[config.mk]
export PLATFORM = sky130hd
export DESIGN_NAME = frac_n_sdm
export DESIGN_NICKNAME = d
export VERILOG_FILES = /design/src/rtl/frac_n_sdm.sv
export SDC_FILE = /design/constraint.sdc
export NUM_CORES = 1
export LEC_CHECK = 0
export BUFFER_PORTS_ARGS = -buffer_cell sky130_fd_sc_hd__buf_2
export CORE_UTILIZATION = 55
export DETAILED_ROUTE_END_ITERATION = 12
export GPL_TIMING_DRIVEN = 0
export PLACE_DENSITY = 0.73
export SETUP_SLACK_MARGIN = 0.5
export SLEW_MARGIN = 20
export SYNTH_ARGS = -nofsm -noshare
export SYNTH_HDL_FRONTEND = slang
export SYNTH_SLANG_ARGS = --single-unit
export TNS_END_PERCENT = 5
[constraint.sdc]
create_clock -name clk -period 8.4 [get_ports clk]
set_input_delay 1.68 -clock clk [delete_from_list [all_inputs] [get_ports clk]]
set_output_delay 1.68 -clock clk [all_outputs]
set_load 0.1 [all_outputs]
[src/rtl/frac_n_sdm.sv]
// frac_n_sdm: MASH 1-1-1 sigma-delta controller for a fractional-N divider.
// Emits one clamped integer divide ratio per enabled reference cycle.
module frac_n_sdm #(
    parameter int N_W    = 8,
    parameter int FRAC_W = 16,
    parameter int ORDER  = 3,
    parameter int DITHER = 0,
    parameter int N_MIN  = 4,
    parameter int N_MAX  = 250,
    parameter int N_RST  = 64
) (
    input  logic              clk,
    input  logic              rst,
    input  logic              en,
    input  logic              load,
    input  logic [N_W-1:0]    n_int,
    input  logic [FRAC_W-1:0] frac,
    output logic [N_W-1:0]    n_out,
    output logic              n_valid,
    output logic              sat
);

    localparam int Y_W = N_W + 3;
    localparam int S_W = N_W + 4;
    localparam logic signed [S_W-1:0] S_MIN = S_W'(N_MIN);
    localparam logic signed [S_W-1:0] S_MAX = S_W'(N_MAX);
    localparam logic [15:0] LFSR_SEED = 16'hACE1;

    if (ORDER < 1 || ORDER > 3) begin : g_bad_order
        $error("frac_n_sdm: ORDER must be in 1..3");
    end

    logic [N_W-1:0]    cfg_int_q, cfg_int_d;
    logic [FRAC_W-1:0] cfg_frac_q, cfg_frac_d;
    logic [FRAC_W-1:0] acc1_q, acc1_d;
    logic [FRAC_W-1:0] acc2_q, acc2_d;
    logic [FRAC_W-1:0] acc3_q, acc3_d;
    logic              c2_dly_q, c2_dly_d;
    logic              c3_dly_q, c3_dly_d;
    logic              c3_ddly_q, c3_ddly_d;
    logic [15:0]       lfsr_q, lfsr_d;
    logic [N_W-1:0]    n_out_q, n_out_d;
    logic              n_valid_q, n_valid_d;
    logic              sat_q, sat_d;

    logic              dither;
    logic              lfsr_fb;
    logic [FRAC_W:0]   sum1, sum2, sum3;
    logic              c1, c2, c3;
    logic [Y_W-1:0]    y;
    logic signed [S_W-1:0] s;

    always_comb begin
        cfg_int_d  = cfg_int_q;
        cfg_frac_d = cfg_frac_q;
        acc1_d     = acc1_q;
        acc2_d     = acc2_q;
        acc3_d     = acc3_q;
        c2_dly_d   = c2_dly_q;
        c3_dly_d   = c3_dly_q;
        c3_ddly_d  = c3_ddly_q;
        lfsr_d     = lfsr_q;
        n_out_d    = n_out_q;
        sat_d      = sat_q;
        n_valid_d  = 1'b0;

        dither  = (DITHER != 0) && lfsr_q[0];
        lfsr_fb = lfsr_q[0] ^ lfsr_q[2] ^ lfsr_q[3] ^ lfsr_q[5];

        // Each stage sees the freshly updated residue of the previous one.
        sum1 = {1'b0, acc1_q} + {1'b0, cfg_frac_q} + (FRAC_W+1)'(dither);
        sum2 = {1'b0, acc2_q} + {1'b0, sum1[FRAC_W-1:0]};
        sum3 = {1'b0, acc3_q} + {1'b0, sum2[FRAC_W-1:0]};
        c1   = sum1[FRAC_W];
        c2   = sum2[FRAC_W];
        c3   = sum3[FRAC_W];

        // Two's-complement arithmetic modulo 2^Y_W; range is far inside it.
        y = Y_W'(c1);
        if (ORDER >= 2) begin
            y = y + Y_W'(c2) - Y_W'(c2_dly_q);
        end
        if (ORDER >= 3) begin
            y = y + Y_W'(c3) - Y_W'({c3_dly_q, 1'b0}) + Y_W'(c3_ddly_q);
        end

        s = S_W'(cfg_int_q) + {y[Y_W-1], y};

        if (en) begin
            acc1_d    = sum1[FRAC_W-1:0];
            acc2_d    = sum2[FRAC_W-1:0];
            acc3_d    = sum3[FRAC_W-1:0];
            c2_dly_d  = c2;
            c3_ddly_d = c3_dly_q;
            c3_dly_d  = c3;
            n_valid_d = 1'b1;
            if (DITHER != 0) begin
                lfsr_d = {lfsr_fb, lfsr_q[15:1]};
            end
            if (s < S_MIN) begin
                n_out_d = N_W'(N_MIN);
                sat_d   = 1'b1;
            end else if (s > S_MAX) begin
                n_out_d = N_W'(N_MAX);
                sat_d   = 1'b1;
            end else begin
                n_out_d = s[N_W-1:0];
                sat_d   = 1'b0;
            end
        end

        // Capture lands after this step, so a same-cycle step uses old config.
        if (load) begin
            cfg_int_d  = n_int;
            cfg_frac_d = frac;
        end
    end

    always_ff @(posedge clk) begin
        if (rst) begin
            cfg_int_q  <= N_W'(N_RST);
            cfg_frac_q <= '0;
            acc1_q     <= '0;
            acc2_q     <= '0;
            acc3_q     <= '0;
            c2_dly_q   <= 1'b0;
            c3_dly_q   <= 1'b0;
            c3_ddly_q  <= 1'b0;
            lfsr_q     <= LFSR_SEED;
            n_out_q    <= N_W'(N_RST);
            n_valid_q  <= 1'b0;
            sat_q      <= 1'b0;
        end else begin
            cfg_int_q  <= cfg_int_d;
            cfg_frac_q <= cfg_frac_d;
            acc1_q     <= acc1_d;
            acc2_q     <= acc2_d;
            acc3_q     <= acc3_d;
            c2_dly_q   <= c2_dly_d;
            c3_dly_q   <= c3_dly_d;
            c3_ddly_q  <= c3_ddly_d;
            lfsr_q     <= lfsr_d;
            n_out_q    <= n_out_d;
            n_valid_q  <= n_valid_d;
            sat_q      <= sat_d;
        end
    end

    assign n_out   = n_out_q;
    assign n_valid = n_valid_q;
    assign sat     = sat_q;

endmodule
# After elaboration in Yosys (flattened, before gate mapping)

Cells that the tools add are included.

Logic and storage cells: 27
Register bits: 85
Output and inout bits: 10
Input port bits: 28

Add/subtract/negate cells: 9
Multiplexer cells: 5
Order comparisons: 2

Operators with widths:

| kind                                                            | number |
|---|---|
| adder 16 x 16 -> 17 bit                                         | 3 |
| 2-to-1 mux 8 bit                                                | 2 |
| adder 9 x 6 -> 10 bit                                           | 1 |
| greater-than comparator 10 x 9 -> 1 bit (second input constant) | 1 |
| less-than comparator 10 x 4 -> 1 bit (second input constant)    | 1 |
| adder 5 x 2 -> 6 bit                                            | 1 |
| subtractor 4 x 3 -> 5 bit                                       | 1 |
| adder 3 x 2 -> 4 bit                                            | 1 |
| 2-to-1 mux 1 bit                                                | 3 |
| subtractor 2 x 1 -> 3 bit                                       | 1 |
| adder 1 x 1 -> 2 bit                                            | 1 |

# Depth between registers and ports, before layout

Depth after elaboration: 11
Depth in mapped cells: 32
Gate-level depth less buffers: 32

# Worst setup path after synthesis

Ideal clock, no wire load.

Path kind: register -> register
Start point: register cfg_frac_q[0]
End point: register n_out_q[2] (netlist: n_out[2])
Arrival time: 6.469 ns
Stages on the path, launching flop included: 33
Path slack: 1.798 ns
Buffers on the path: 0
Clock period less this slack: 6.602 ns
Library setup time: 0.133 ns
Required time: 8.267 ns
Cell sequence: dfxtp_1 -> ha_1 -> inv_1 -> fa_1 -> nor2b_1 -> o2111ai_1 -> a31oi_1 -> nor2_1 -> xnor2_1 -> ha_1 -> and4_1 -> nand2_1 -> o2111a_1 -> o21ai_0 -> xor2_1 -> ha_1 -> nand2_1 -> nor4b_1 -> o21ai_0 -> nand4_1 -> a311o_1 -> fa_1 -> inv_1 -> ha_1 -> inv_1 -> fa_1 -> nand2b_1 -> a21oi_2 -> o221ai_2 -> xnor2_1 -> a41oi_1 -> a211oi_1 -> nor3_1

Elaborated cells between the ends (all ways): 13
Classes of those cells: 9 x add/sub; 2 x order compare; 2 x mux

RTL lines:

| element                                 | line | text |
|---|---|---|
| start: declaration                      | 34   | `logic [FRAC_W-1:0] cfg_frac_q, cfg_frac_d;` |
| start signal: assignment                | 135  | `cfg_frac_q <= cfg_frac_d;` |
| adder 16 x 16 -> 17 bit *               | 71   | `sum1 = {1'b0, acc1_q} + {1'b0, cfg_frac_q} + (FRAC_W+1)'(dither);` |
| net sum1[8]                             | 48   | `logic [FRAC_W:0] sum1, sum2, sum3;` |
| adder 16 x 16 -> 17 bit *               | 72   | `sum2 = {1'b0, acc2_q} + {1'b0, sum1[FRAC_W-1:0]};` |
| net sum2[11]                            | 48   |  |
| adder 16 x 16 -> 17 bit *               | 73   | `sum3 = {1'b0, acc3_q} + {1'b0, sum2[FRAC_W-1:0]};` |
| adder 3 x 2 -> 4 bit *                  | 84   | `y = y + Y_W'(c3) - Y_W'({c3_dly_q, 1'b0}) + Y_W'(c3_ddly_q);` |
| subtractor 4 x 3 -> 5 bit *             | 84   |  |
| adder 5 x 2 -> 6 bit *                  | 84   |  |
| adder 9 x 6 -> 10 bit *                 | 87   | `s = S_W'(cfg_int_q) + {y[Y_W-1], y};` |
| greater-than comparator 10 x 9 -> 1 bit | 103  | `end else if (s > S_MAX) begin` |
| 2-to-1 mux 8 bit                        | 103  |  |
| 2-to-1 mux 8 bit *                      | 100  | `if (s < S_MIN) begin` |
| end signal: assignment                  | 130  | `n_out_q <= N_W'(N_RST);` |
| end signal: assignment                  | 143  | `n_out_q <= n_out_d;` |
| end: declaration                        | 42   | `logic [N_W-1:0] n_out_q, n_out_d;` |

The timed path passes the listed nets; every way through them passes the cells marked *.
A chain may end at the register's enable or synchronous reset.

# Worst setup path after layout

Start point: register cfg_frac_q[0]
End point: register n_out_q[1] (netlist: n_out[1])

The elaborated chain is that of the path after synthesis.

==> metrics.md <==
| Metric | Value |
|---|---|
| Outcome | finished, final reports clean |
| # DRC | 0 |
| Placed instance area | 6310 sq um |
| Synth Area per Inst | 8.68 sq um |
| Die outline height | 106 microns |
| Number of placement rows | 37 |
| Static Leak | 3.22 nW |
| Post-synth top area cell | dfxtp_1 |
| Cell type of the slowest stage on the worst timing path | fa_1 |
| Number of global-route vias before repair | 5015 |
| Number of enable flip-flop cells after synthesis | 0 |
| Wire length of the first global-routing pass | 23600 microns |
| Fraction of synthesized cell area taken by the top area cell type | 28.5% |
| Total nets after synthesis | 797 |
| Count of input and output buffers | 34 |
| GR met2 Demand/Resource | 42.9% |
| Global-route met3 utilization | 4.48% |
| Net switching power figure | 576 uW |
| Data arrival time at the worst-slack endpoint | 7810 ps |
| Post-CTS clock slew at the launch and capture registers of the worst setup and hold paths | 80 ps |
| Ys flop type | dfxtp_1 |
| Internal Power | 968 uW |
| Antenna violation net count after detailed routing | 0 |
| Antenna Cells | 0 |
| Max clock buf depth | 2 |
| Wire length per cell | 16.5 microns |
| Setup repair after global routing missed its margin | no |
| Drt via density | 5.90 |
| Count of buffering cells on the critical path with inverters included | 4 |
| Critical setup path kind | reg2reg |
| Clock latency of the later-clocked register in the worst-skew pair | 380 ps |
| Total power density per cell area | 231 nW/um^2 |
| Final standard cell count with taps included and fillers excluded | 880 |
| Share of cells above drive strength 1 | 9.95% |
| Asr flop ratio synth | 0% |
| Detailed-placement wirelength estimate | 10800 microns |
| Post-Route Skew | 13.0 ps |
| CP delay by family, top | compound AO/OA/AOI/OAI gates |
| Number of fill cells | 882 |
| Number of endpoints failing setup at the final stage | 0 |
| Post-Route Utilization | 64.3% |
| Full die area | 11300 sq um |
| Count of warnings emitted by yosys | 0 |
| Flops & latches, synth | 85 |
| Placed insts | 858 |
| Final Max Slew Viols | 0 |
| Cells after Synth | 688 |
| Maximum fanout along the worst path | 6 |
| Effective utilization at floorplan | 57.3% |
| Fraction of power spent switching nets | 37.3% |
| Endpoint class of the critical path | flip-flop |
| Number of library cell types mapped by synthesis | 64 |
| Busiest grt layer | met2 |
| Final RePlAce weighted congestion | 0.868 |
| Tcrit/Tclk final | 89.7% |
| Final Critical Period | 7540 ps |
| Class of the worst hold path | reg2reg |
| Longest individual stage delay on the worst path | 470 ps |
| H-tree depth reported by CTS | 3 |
| Overall routing resource usage | 26.6% |
| Number of I/O pins | 38 |
| Total number of nets in the final design | 848 |
| Placeable core region | 10400 sq um |
| Crit path launch type | flip-flop |
| Sequential group share of total power | 31.4% |
| Share of power burned in combinational logic | 41.7% |
| Worst EP required | 8670 ps |
| Clock network fraction of design power | 26.9% |
| Total negative slack | 0 ps |
| Cell Area, Synth | 5970 sq um |
| Inserted Clock Buffers | 9 |
| Dominant cells by area after synthesis | dfxtp_1 (28%), ha_1 (16%), mux2i_1 (8.2%), nor2_1 (5.3%), xnor2_1 (3.7%) |
| Root Buffer Master | clkbuf_8 |
| Worst-margin pin slew | 900 ps |
| Maximum number of pins on one net before global-route repair | 15 |
| Via Count | 5194 |
| GR Util met1 | 35.1% |
| Initial antenna violation count | 0 |
| Total gr overflow | 0 |
| Worst slew slack as a fraction of its limit | 40.0% |
| Worst supply voltage drop on vdd | 0.000152 V |
| Clock Sinks | 85 |
| Overall die width | 106 microns |
| DRC violation total after the first TritonRoute iteration | 272 |
| Total iterations of the first detailed-routing run | 5 |
| F_max | 133 MHz |
| Max_cap viols | 0 |
| Sequential element share of the synthesized area | 28.5% |
| Number of hold-slack violations in the final timing report | 0 |
| CTS tree | done |
| Routed Wire Length | 14500 microns |
| Design area | 6690 sq um |
| Signed area change from the synthesized netlist to the final layout | 12.1% |
| Hold buffer count at CTS | 0 |
[cells in the final DEF, fill, tap and decap left out, types with 4 or more instances in the layout]
cell and count:
a21o_1 20, nand3_1 14, buf_2 34, o21a_1 8, mux2i_1 49, o21ai_0 28, nor2_1 85, xnor2_1 24
ha_1 73, or4_1 4, xor2_1 14, nand2_1 25, a21oi_1 35, nand2b_1 7, dfxtp_1 85, and3_1 7
clkbuf_1 23, and4_1 4, a311o_1 5, buf_4 6, o2111ai_1 5, fa_1 7, nor4_1 6, o211ai_1 9
bufinv_16 5, a211oi_1 15, nor3_1 9, clkbuf_8 9, nor2b_1 4, inv_1 54, or3_1 6, nand4_1 7
[final timing paths]
check / to / from / slack (ps) / cells after the start
worst max-delay path: n_out[1] / cfg_frac_q[0] / 860 / 33
worst min-delay path: n_out[7] / n_out[7] / 460 / 2
worst max register to register: n_out[1] / cfg_frac_q[0] / 860 / 33
worst min register to register: n_out[7] / n_out[7] / 460 / 2
[per-layer routing]
metal / share of wire [%] / wire length (microns) / up-vias
met5: 0 / 0 / -
met4: 2.2 / 317 / 0
met3: 3.9 / 570 / 26
met2: 46 / 6680 / 114
met1: 48 / 6930 / 2466
li1: - / - / 2588
[worst reg2reg max path, delay by kind of cell (launching register included)]
family | cells | cell delay, ps
compound gates | 13 | 2610
fa+ha+maj | 7 | 2450
simple gates | 6 | 950
xor+xnor | 3 | 700
buf+inv | 4 | 370
flops | 1 | 350
[registers in the layout, indices dropped and copies added, names as in the netlist]
register and flops:
acc1_q 16, acc2_q 16, acc3_q 16, cfg_frac_q 16, cfg_int_q 8, n_out 8
c2_dly_q 1, c3_ddly_q 1, c3_dly_q 1, n_valid 1, sat 1
[area by class of cell]
class | count | area [sq um] | share of cell area, %
timing repair buffer | 40 | 215 | 3.22
clock buffer | 10 | 128 | 1.91
sequential | 85 | 1700 | 25.4
tap | 136 | 170 | 2.54
clock inverter | 6 | 159 | 2.37
inverter | 55 | 206 | 3.08
multi-input combinational | 523 | 4020 | 60.0
buffer | 25 | 93.8 | 1.40
[repair_timing]
action / 4_1_cts / 5_1_grt
gates resized for setup: 0 / 9
buffers inserted: 0 / 6
endpoints found under the setup margin: 0 / 9
[power groups by stage]
stage	clock, mW	combinational (mW)	sequential, mW
final	0.416	0.644	0.484
after global routing	0.440	0.708	0.490
after CTS	0.424	0.607	0.484
after detailed placement	0	0.602	0.493
after global placement	0	0.580	0.489
after floorplan	0	0.441	0.533
[synthesized netlist by cell type, types with 8 or more instances]
cell type	count
dfxtp_1	85
nor2_1	85
ha_1	74
inv_1	54
mux2i_1	49
a21oi_1	36
o21ai_0	29
nand2_1	25
xnor2_1	25
clkbuf_1	22
a21o_1	20
a211oi_1	15
nand3_1	14
xor2_1	14
nor3_1	9
o211ai_1	9
o21a_1	8
[kinds of logic after synthesis]
logic type	synth area share, %
AOI/OAI and AO/OA	19.1
xor gates and xnor gates	5.72
adders and majority gates	17.9
buffers and inverters	5.03
DFF	28.5
muxes	8.21
and+or+nand+nor	15.6
[through the flow]
stage / power, mW / setup WS [ps] / hold WS [ps]
6_report: 1.54 / 862 / 463
5_1_grt: 1.64 / 462 / 496
4_1_cts: 1.51 / 704 / 465
3_5_place_dp: 1.09 / 753 / 452
3_3_place_gp: 1.07 / 868 / 447
2_1_floorplan: 0.974 / 1800 / 445
Power figures use the tool's default switching activity.
